`config.mk`:
```
export PLATFORM = sky130hd
export DESIGN_NAME = call_request_queue
export DESIGN_NICKNAME = d
export VERILOG_FILES = /design/src/rtl/call_request_queue.sv
export SDC_FILE = /design/constraint.sdc
export NUM_CORES = 1
export LEC_CHECK = 0
export ABC_CLOCK_PERIOD_IN_PS = 4100
export CAP_MARGIN = 0
export CORE_ASPECT_RATIO = 1.1
export CORE_MARGIN = 1.5
export CORE_UTILIZATION = 40
export CTS_CLUSTER_SIZE = 25
export DETAILED_ROUTE_END_ITERATION = 8
export GPL_ROUTABILITY_DRIVEN = 0
export MAX_ROUTING_LAYER = met4
export PLACE_DENSITY = 0.63
export SLEW_MARGIN = 15
export SYNTH_ARGS = -nofsm -noshare
export SYNTH_HDL_FRONTEND = slang
export SYNTH_SLANG_ARGS = --single-unit
```
`constraint.sdc`:
```
create_clock -name clk -period 4.1 [get_ports clk]
set_input_delay 0.41 -clock clk [delete_from_list [all_inputs] [get_ports clk]]
set_output_delay 0.41 -clock clk [all_outputs]
set_load 0.01 [all_outputs]
```
`src/rtl/call_request_queue.sv`:
```
// call_request_queue: debounced floor-call switches feeding a first-word-fall-through request FIFO.
// Optional duplicate-call suppression when CALL_DEDUP_EN is defined.
module call_request_queue #(
    parameter int DEBOUNCE_CYCLES = 1000,
    parameter int DEPTH = 4
) (
    input  logic        clk,
    input  logic        rst,
    input  logic [3:0]  SW,
    output logic        req_valid,
    output logic [3:0]  req_floor,
    input  logic        req_ready,
    output logic [15:0] pending,
    output logic [4:0]  count,
    output logic        overflow
);
    localparam int AW = $clog2(DEPTH);

    logic [3:0] sync1, sync2, cand, stable, push_floor;
    logic [15:0] cnt;
    logic push, pop, full, dup, accept;
    logic [3:0] mem [DEPTH];
    logic [AW-1:0] wptr, rptr, off;

    always_ff @(posedge clk) begin
        if (rst) begin
            sync1 <= '0;
            sync2 <= '0;
            cand <= '0;
            stable <= '0;
            cnt <= '0;
            push <= 1'b0;
            push_floor <= '0;
        end else begin
            sync1 <= SW;
            sync2 <= sync1;
            if (sync2 != cand) begin
                cand <= sync2;
                cnt <= '0;
            end else if (cnt != 16'hffff) begin
                cnt <= cnt + 16'd1;
            end
            push <= cnt == 16'(DEBOUNCE_CYCLES - 1) && cand != stable;
            push_floor <= cand;
            if (cnt == 16'(DEBOUNCE_CYCLES - 1) && cand != stable)
                stable <= cand;
        end
    end

    assign req_valid = count != 5'd0;
    assign req_floor = req_valid ? mem[rptr] : 4'd0;
    assign pop = req_valid && req_ready;
    assign full = count == 5'(DEPTH);
`ifdef CALL_DEDUP_EN
    // With dedup at most one copy is queued, so popping that floor empties it.
    assign dup = pending[push_floor] && !(pop && req_floor == push_floor);
`else
    assign dup = 1'b0;
`endif
    assign accept = push && !dup && (!full || pop);

    always_ff @(posedge clk) begin
        if (rst) begin
            wptr <= '0;
            rptr <= '0;
            count <= '0;
            overflow <= 1'b0;
        end else begin
            if (accept)
                wptr <= wptr + AW'(1);
            if (pop)
                rptr <= rptr + AW'(1);
            count <= count + 5'(accept) - 5'(pop);
            overflow <= overflow | (push && !dup && full && !pop);
        end
    end

    always_ff @(posedge clk)
        if (accept)
            mem[wptr] <= push_floor;

    // A slot is live when its distance from the read pointer is below count.
    always_comb begin
        pending = '0;
        off = '0;
        for (int i = 0; i < DEPTH; i++) begin
            off = AW'(i) - rptr;
            if (5'(off) < count)
                pending[mem[i]] = 1'b1;
        end
    end
endmodule

```
==> summary.txt, run 1 <==
worst r2r src - count[0]
fraction of layout cells with a size suffix above 1 - 0.0536
dominant cell type by area after synthesis - dfxtp_1
via count - 2653
P_sw - 0.000637 W
1st-iter DRT viols - 117
CTS H-tree depth - 3
initial antenna violation count - 0
crit path DAT - 2.84 ns
maximum vdd drop - 0.302 mV
Slew headroom - 0.504
HPWL Detailed - 5230 µm
cts repair resizes - 0
drt total wl - 6790 µm
Core Area - 0.00800 mm²
Hold Violations, Final - 0
Syn Area/Cell - 9.58 µm²
synth-to-layout area growth - 17.9%
combinational share of power - 0.378
die width - 90.1 µm
post-route minimum period - 3.25 ns
M1 GR Usage - 0.191
antenna viol nets, final - 0
non-filler instance count after layout - 500
Clk Latency, worst-skew pair - 0.33 ns
first-pass GRT wire length - 11300 µm
vias per cell - 5.31
clk_skew - 0.00717 ns
Syn Nets - 372
Setup violations, final - 0
top cells by area, synth - dfxtp_1 29%, edfxtp_1 14%, ha_1 6.0%, nor2b_1 5.3%, o22ai_1 4.5%
Cells after DPL - 484
# IOs - 34
worst reg2reg endpoint - count[4]
Clk network pwr share - 0.226
worst setup path start - count[1]
WP data required - 3.69 ns
CP Class - reg2out
max-cap violation count - 0
Primary FF master, synth - dfxtp_1
number of synthesized flops with an enable pin - 16
root buffer cell - clkbuf_8
R2R Setup Slk - 1.31 ns
die area - 0.00889 mm²
Post-synth top cells - 49 x dfxtp_1, 29 x nor2_1, 28 x nor2b_1
area share of the leading cell type in the synthesized netlist - 0.294
grt total ovfl - 0
status - completed
GRT Overall Usage - 0.163
unrepaired setup endpoints after global routing - false
routing usage on met3 - 0.0355
Synth Cell Area - 0.00333 mm²
Pint - 0.00125 W
Initial DRT Pass Iterations - 4
largest net degree at the start of global routing - 33
FFs w/ async S/R, synth - 0
final worst-path cycle share - 0.793
critical path's slowest cell - clkdlybuf4s50_1
Pwr Total - 0.00189 W
nets@finish - 411
power per cell area - 480 mW/mm²
CP Cell Sequence - inv_1 -> ha_1 -> a21oi_1 -> o21ai_1 -> or3b_1 -> o22ai_1 -> or2_1 -> clkdlybuf4s50_1
worst r2r path cells - 12
Hold WC Path Type - reg2reg
register share of total power - 0.396
top-count cell post-synth - dfxtp_1
flops & latches, synth - 65
CTS tree - built
synth warn - 0
Slew Limit Fails - 0
standard-cell row count - 34
startpoint types - flip-flop
Reg clk slew, reported paths - 0.07 ns
CP Max Fanout - 6
ANT cells - 0
sequential area share after synthesis - 0.438
Largest stage delay, worst path - 0.52 ns
Setup crit end - pending[3]
synthesized instance count - 348
Net Sw Frac - 0.337
post-CTS setup buffers - 0
clk sink count - 65
setup TNS - 0 ns
Buffers on Ports - 33
fmax - 307 MHz
CTS Buf Count - 9
busiest layer in global routing - met2
post-DR wirelength/cell - 13.6 µm
vias in the first global route - 2405
met2 Use GR - 0.262
CTS Hold Bufs - 0
CP Capture Type - primary output
Longest Clk Path Bufs - 2
die height - 98.8 µm
Fill cells - 795
leakage power - 1.47 nW
slew at the pin closest to its max-slew limit - 0.742 ns
DRC viols - 0
starting density of the core - 0.417
Synth cell types - 43
## critical path: cells and delay by family (launching register included)
kind                     cells  cell delay [ns]
adder cells (fa/ha/maj)      1             0.34
AND/OR/NAND/NOR              2             0.57
AO/OA/AOI/OAI                3             0.54
flip-flops                   1             0.38
buffers and inverters        2             0.69
## state kept, by name, summed over array words and instances (netlist names), named ones only
name	cells
count	5
cnt	16
push	1
wptr	2
stable	4
rptr	2
sync2	4
cand	4
overflow	1
mem	16
sync1	4
push_floor	4
## final cells by class
| class | count | area, µm² | share of cell area |
|---|---|---|---|
| Clock buffer | 11 | 131 | 0.0334 |
| Clock inverter | 5 | 22.5 | 0.00573 |
| Inverter | 11 | 41.3 | 0.0105 |
| Multi-Input combinational cell | 266 | 1800 | 0.458 |
| Sequential cell | 65 | 1460 | 0.372 |
| Tap cell | 108 | 135 | 0.0344 |
| Timing Repair Buffer | 34 | 338 | 0.0859 |
## placed cells by master, fill, tap and decap left out, types with 10 or more instances in the layout
cell,count
dfxtp_1,49
clkdlybuf4s50_1,33
nor2_1,29
nor2b_1,28
o22ai_1,24
ha_1,16
edfxtp_1,16
nor3_1,13
nand3_1,13
or2_1,13
inv_1,11
xnor2_1,11
nand2_1,11
a21oi_1,11
nand2b_1,10
## worst min path at each step
stage              from        to  slack [ns]  cells after the start
2_1_floorplan  sync1[0]  sync2[0]        0.41                      1
3_3_place_gp   sync1[1]  sync2[1]        0.42                      1
3_5_place_dp   sync1[3]  sync2[3]        0.43                      1
4_1_cts        sync1[0]  sync2[0]        0.45                      1
5_1_grt        sync1[2]  sync2[2]        0.46                      1
6_report       sync1[2]  sync2[2]        0.44                      1
## metrics by stage
stage | area (µm²) | worst slack [ns] | util | hold WS, ns
after CTS | 3930 | 0.819 | 0.492 | 0.449
after global placement | 3780 | 1.20 | 0.472 | 0.417
final | 3930 | 0.847 | 0.492 | 0.442
after global routing | 3930 | 0.636 | 0.492 | 0.461
after floorplan | 3330 | 1.45 | - | 0.414
after detailed placement | 3780 | 1.18 | 0.472 | 0.427
## power by group through the flow
stage	clock, W	sequential, W	combinational [W]
floorplan	0	0.000760	0.000466
CTS	0.000442	0.000748	0.000716
global route	0.000474	0.000754	0.000790
global placement	0	0.000760	0.000700
finish	0.000427	0.000747	0.000713
detailed placement	0	0.000763	0.000712
## cells by family after synthesis
| kind of cell | share of synthesized area |
|---|---|
| simple gates | 0.260 |
| mux | 0.0435 |
| xor+xnor | 0.0525 |
| buf+inv | 0.0214 |
| flops | 0.438 |
| fa+ha+maj | 0.0660 |
| compound gates | 0.119 |
## layer usage
metal / up-vias / part of all wire
li1: 1342 / -
met1: 1209 / 0.45
met2: 84 / 0.48
met3: 18 / 0.041
met4: 0 / 0.032
met5: - / 0
No activity file was read; power rests on OpenSTA's default activity.
==> run 2: changes to the inputs <==
Settings changed: ABC_CLOCK_PERIOD_IN_PS 4100 to 3000.
Clock period 4.1 ns to 3 ns, I/O delays scaled along.
==> run 2 against run 1 <==
  * Clock skew shrank 0.0020 ns
  * Sequential power is 38% higher
  * Non-clock buffer count rose by 1
  * Die area is the same
  * Utilization increased by 1.2 points
  * Worst hold slack worse by 0.0037 ns
  * Critical path type unchanged
  * Largest power group unchanged
  * Highest routed layer unchanged
==> summary.txt, run 2 (synthesized netlist as in run 1, its figures left out) <==
first-pass GRT wire length - 10900 µm
vias in the first global route - 2365
Core Util, Final - 0.503
die height - 98.8 µm
CTS tree - built
routed length on met2 - 3090 µm
ANT cells - 0
slew at the pin closest to its max-slew limit - 0.627 ns
Register Area - 0.00146 mm²
Slew Limit Fails - 0
Hold Violations, Final - 0
post-CTS setup buffers - 0
Net Sw Frac - 0.327
starting density of the core - 0.417
Fill cells - 784
status - completed
most common cell after layout, fill and taps aside - dfxtp_1
CTS Hold Bufs - 0
Longest Clk Path Bufs - 2
post-route minimum period - 2.93 ns
Post-Route M1 WL - 3110 µm
max layer used - met4
nets@finish - 412
Initial DRT Pass Iterations - 4
Met3 Routed Length - 235 µm
R2R Setup Slk - 0.25 ns
vias per cell - 5.24
largest net degree at the start of global routing - 33
die width - 90.1 µm
crit path DAT - 2.63 ns
Hold Crit Start - sync1[3]
antenna viol nets, final - 0
CTS H-tree depth - 3
CP Class - reg2out
post-DR wirelength/cell - 13.2 µm
GRT Overall Usage - 0.158
WP data required - 2.70 ns
synth-to-layout area growth - 20.7%
P_sw - 0.000896 W
power per cell area - 681 mW/mm²
startpoint types - flip-flop
Hold WC Path Type - reg2reg
initial antenna violation count - 0
CP Cell Sequence - xnor2_2 -> inv_1 -> ha_1 -> a21oi_2 -> o21ai_1 -> o22ai_1 -> or3_1 -> clkdlybuf4s50_1
DRC viols - 0
grt total ovfl - 0
fraction of layout cells with a size suffix above 1 - 0.0891
worst hold endpoint - sync2[3]
critical path's slowest cell - clkdlybuf4s50_1
Largest stage delay, worst path - 0.49 ns
1st-iter DRT viols - 93
die area - 0.00889 mm²
Buf+Inv Stages, Crit Path - 2
CP Max Fanout - 6
leakage power - 1.56 nW
combinational share of power - 0.373
Clk Latency, worst-skew pair - 0.32 ns
Pint - 0.00185 W
CTS Buf Count - 9
Levels on crit path - 8
most frequent cells in the layout - 47 x dfxtp_1, 30 x clkdlybuf4s50_1, 29 x nor2_1
unrepaired setup endpoints after global routing - true
Clk network pwr share - 0.252
Multi-input gate area - 0.00184 mm²
Hold Crit Depth - 1
Buffers on Ports - 33
max-cap violation count - 0
HPWL Detailed - 5110 µm
CP Capture Type - primary output
Setup violations, final - 0
drt total wl - 6630 µm
worst r2r src - count[2]
# IOs - 34
register share of total power - 0.376
CP top delay family - buffers and inverters
fmax - 342 MHz
standard-cell row count - 34
worst reg2reg endpoint - count[4]
maximum vdd drop - 0.447 mV
Largest regs - cnt x16, mem x16, count x5
via count - 2623
Slew headroom - 0.581
worst r2r path cells - 15
Core Area - 0.00800 mm²
setup TNS - 0 ns
root buffer cell - clkbuf_8
clk_skew - 0.00518 ns
Reg clk slew, reported paths - 0.06 ns
final worst-path cycle share - 0.976
clk sink count - 65
run 2: changes by cell type in the layout (fill, tap and decap cells not counted), sizes merged:
cell,change
clkbuf,+1
dlymetal6s2s,+3
clkdlybuf4s50,-3
buf,+1
bufinv,+1
clkinv,-2
run 2: how the worst max path moves through the flow:
stage	from	end	slack (ns)
floorplan	count[2]	count[4]	0.35
global placement	req_ready	count[4]	0.21
detailed placement	req_ready	count[4]	0.16
CTS	count[1]	pending[1]	-0.02
global route	rptr[0]	pending[13]	-0.08
finish	rptr[0]	pending[0]	0.07
run 2: stage by stage:
step	instance area, µm²	total power [W]	cells	worst slack [ns]	hold slack [ns]
after global routing	4030	0.00293	501	-0.0796	0.462
final	4030	0.00274	501	0.0730	0.438
after global placement	3780	0.00200	485	0.211	0.418
after CTS	3980	0.00274	501	-0.0192	0.440
after floorplan	3330	0.00168	348	0.353	0.379
after detailed placement	3780	0.00202	485	0.159	0.425
run 2: cell type report:
type | instances | area share
Multi-Input combinational cell | 266 | 0.458
Sequential cell | 65 | 0.364
Timing Repair Buffer | 35 | 0.0877
Clock buffer | 12 | 0.0361
Tap cell | 108 | 0.0336
Clock inverter | 4 | 0.0109
Inverter | 11 | 0.0103
run 2: routing by layer:
| layer | up-vias | track usage |
|---|---|---|
| li1 | 1349 | - |
| met1 | 1202 | 0.183 |
| met2 | 57 | 0.259 |
| met3 | 15 | 0.0386 |
| met4 | 0 | 0.0745 |
| met5 | - | - |
run 2: power by group through the flow:
| stage | sequential, W | combinational (W) | clock (W) |
|---|---|---|---|
| 2_1_floorplan | 0.00104 | 0.000636 | 0 |
| 3_3_place_gp | 0.00104 | 0.000955 | 0 |
| 3_5_place_dp | 0.00104 | 0.000974 | 0 |
| 4_1_cts | 0.00102 | 0.000998 | 0.000719 |
| 5_1_grt | 0.00104 | 0.00113 | 0.000758 |
| 6_report | 0.00103 | 0.00102 | 0.000690 |
run 2: repair_timing:
item	4_1_cts	5_1_grt
pin swaps	0	3
setup endpoints to repair	12	17
gates resized for setup	3	13
run 2: worst reg2reg max path: cells and delay by family, from the launching register on:
kind                       cells  cell delay (ns)
DFF                            1             0.38
adders and majority gates      4             1.07
buffers and inverters          3             0.18
xor gates and xnor gates       1             0.13
AOI/OAI and AO/OA              1             0.16
and+or+nand+nor                6             0.73
==> RTL edit (config.mk and constraints of run 2) <==
Put one more register stage on the output `count`, with the module's reset. The value now appears one clock later. The other outputs are not delayed to match.
--- a/src/rtl/call_request_queue.sv
+++ b/src/rtl/call_request_queue.sv
@@ -15,6 +15,8 @@
     output logic        overflow
 );
     localparam int AW = $clog2(DEPTH);
+
+    logic [4:0] count_s0;
 
     logic [3:0] sync1, sync2, cand, stable, push_floor;
     logic [15:0] cnt;
@@ -47,10 +49,10 @@
         end
     end
 
-    assign req_valid = count != 5'd0;
+    assign req_valid = count_s0 != 5'd0;
     assign req_floor = req_valid ? mem[rptr] : 4'd0;
     assign pop = req_valid && req_ready;
-    assign full = count == 5'(DEPTH);
+    assign full = count_s0 == 5'(DEPTH);
 `ifdef CALL_DEDUP_EN
     // With dedup at most one copy is queued, so popping that floor empties it.
     assign dup = pending[push_floor] && !(pop && req_floor == push_floor);
@@ -63,14 +65,14 @@
         if (rst) begin
             wptr <= '0;
             rptr <= '0;
-            count <= '0;
+            count_s0 <= '0;
             overflow <= 1'b0;
         end else begin
             if (accept)
                 wptr <= wptr + AW'(1);
             if (pop)
                 rptr <= rptr + AW'(1);
-            count <= count + 5'(accept) - 5'(pop);
+            count_s0 <= count_s0 + 5'(accept) - 5'(pop);
             overflow <= overflow | (push && !dup && full && !pop);
         end
     end
@@ -85,9 +87,17 @@
         off = '0;
         for (int i = 0; i < DEPTH; i++) begin
             off = AW'(i) - rptr;
-            if (5'(off) < count)
+            if (5'(off) < count_s0)
                 pending[mem[i]] = 1'b1;
         end
     end
+    always_ff @(posedge clk) begin
+        if (rst) begin
+            count <= '0;
+        end else begin
+            count <= count_s0;
+        end
+    end
+
 endmodule
 
Behaviour: same outputs for any inputs over 10 cycles, from zero or initial values and one cycle with rst high; that may be too few to reach the edited logic, so the function may still have changed.
==> RTL edit against run 2 <==
Design area is 8.5% higher. Power is 8.1% higher. Synthesized area is 9.0% higher. Clock power is 5.7% higher. Fmax is 1.2% lower. Routed wire length is 12% higher. Global-route usage is 0.67 points higher. Sequential cell count is 5 higher. Worst setup slack worse by 0.034 ns. Sequential power is 7% higher. Synthesized cell count is 5.7% higher. Highest routed layer unchanged.
==> RTL edit: results (changes against run 2) <==
metric,value,unit,change
status,"complete, no violations",,
area grow syn2layout,20.1,%,
M3 GR Usage,3.91,%,+0.051 points
end of the worst hold path,sync2[0]$_SDFF_PP0_,,
worst setup path start,rptr[1]$_SDFFE_PP0N_,,
R2R depth,12,,-3
post-synth cell types,54,,+26%
RR Startpoint,count_s0[3]$_SDFF_PP0_,,
DPL Wire Length,5520,um,+8.0%
DR pass1 iterations,5,,+1
largest net degree at the start of global routing,38,,+15%
met2 global-route usage,27.4,%,+1.5 points
min-delay src,sync1[0]$_SDFF_PP0_,,
layout cells sized above 1,11.6,%,+2.7 points
vias in the first global route,2637,,+12%
Routed WL per cell,14.0,um,+5.8%
Critical Path Fanout Max,16,,+10
vias per cell,5.44,,+3.9%
Placement Setup Slack,0.172,ns,+0.0132 ns
final worst slack,0.0390,ns,-0.0341 ns
Fillers,848,,+8.2%
global-route wire length before repair,12100,um,+11%
GR Layer Usage met1,18.9,%,+0.53 points
Setup Skew,0.00951,ns,+0.00432 ns
Synth area leaders,"dfxtp_1 30%, edfxtp_1 13%, ha_1 5.5%",,
slew margin rel.,52.2,%,-5.9 points
Tot GR Track Use,16.5,%,+0.67 points
Leak,1.77,nW,+13%
r2r endpoint,count_s0[4]$_SDFF_PP0_,,
-- RTL edit: cell types whose count changed in the layout (fill, tap and decap cells not counted), sizes merged, moves of 6 or more --
cell	before	now
and3	8	2
o22ai	24	0
buf	2	9
nor2	29	36
nand2b	10	16
nor3	14	26
nor2b	28	19
o21ai	11	3
or3	6	16
or2	15	6
dlymetal6s2s	3	14
nor4	2	12
o32ai	4	12
clkdlybuf4s50	30	19
-- RTL edit: critical path, delay by kind of cell (launching register included) --
kind                       cells  cell delay, ns
AOI/OAI and AO/OA              2            0.32
xor gates and xnor gates       1            0.18
adders and majority gates      1            0.27
buffers and inverters          3            0.75
DFF                            1            0.34
and+or+nand+nor                2            0.45
-- RTL edit: layout make-up --
class / instances / area, um^2 / share of cell area [%]
multi-input cells: 271 / 1970 / 45.1
clock inverters: 4 / 47.5 / 1.09
flip-flops and latches: 70 / 1560 / 35.8
well taps: 114 / 143 / 3.27
inverters: 16 / 60.1 / 1.38
repair buffers: 42 / 437 / 10.0
clock buffers: 12 / 149 / 3.41
-- RTL edit: per-layer routing --
metal | part of all wire, % | up-vias
li1 | - | 1446
met1 | 43 | 1321
met2 | 49 | 98
met3 | 5.5 | 13
met4 | 1.6 | 0
met5 | 0 | -
-- RTL edit: where the power goes --
group	switching (W)	internal [W]	leakage [nW]
combinational	0.000620	0.000512	1.12
clock	0.000315	0.000413	0.0998
sequential	0.0000670	0.00104	0.553
total	0.00100	0.00196	1.77
-- RTL edit: kinds of logic after synthesis --
group,after synthesis,share of synthesized area [%]
simple gates,175,27.7
flops,70,42.9
compound gates,51,11.1
buf+inv,27,3.68
xor+xnor,18,4.34
fa+ha+maj,17,6.06
mux,10,4.13
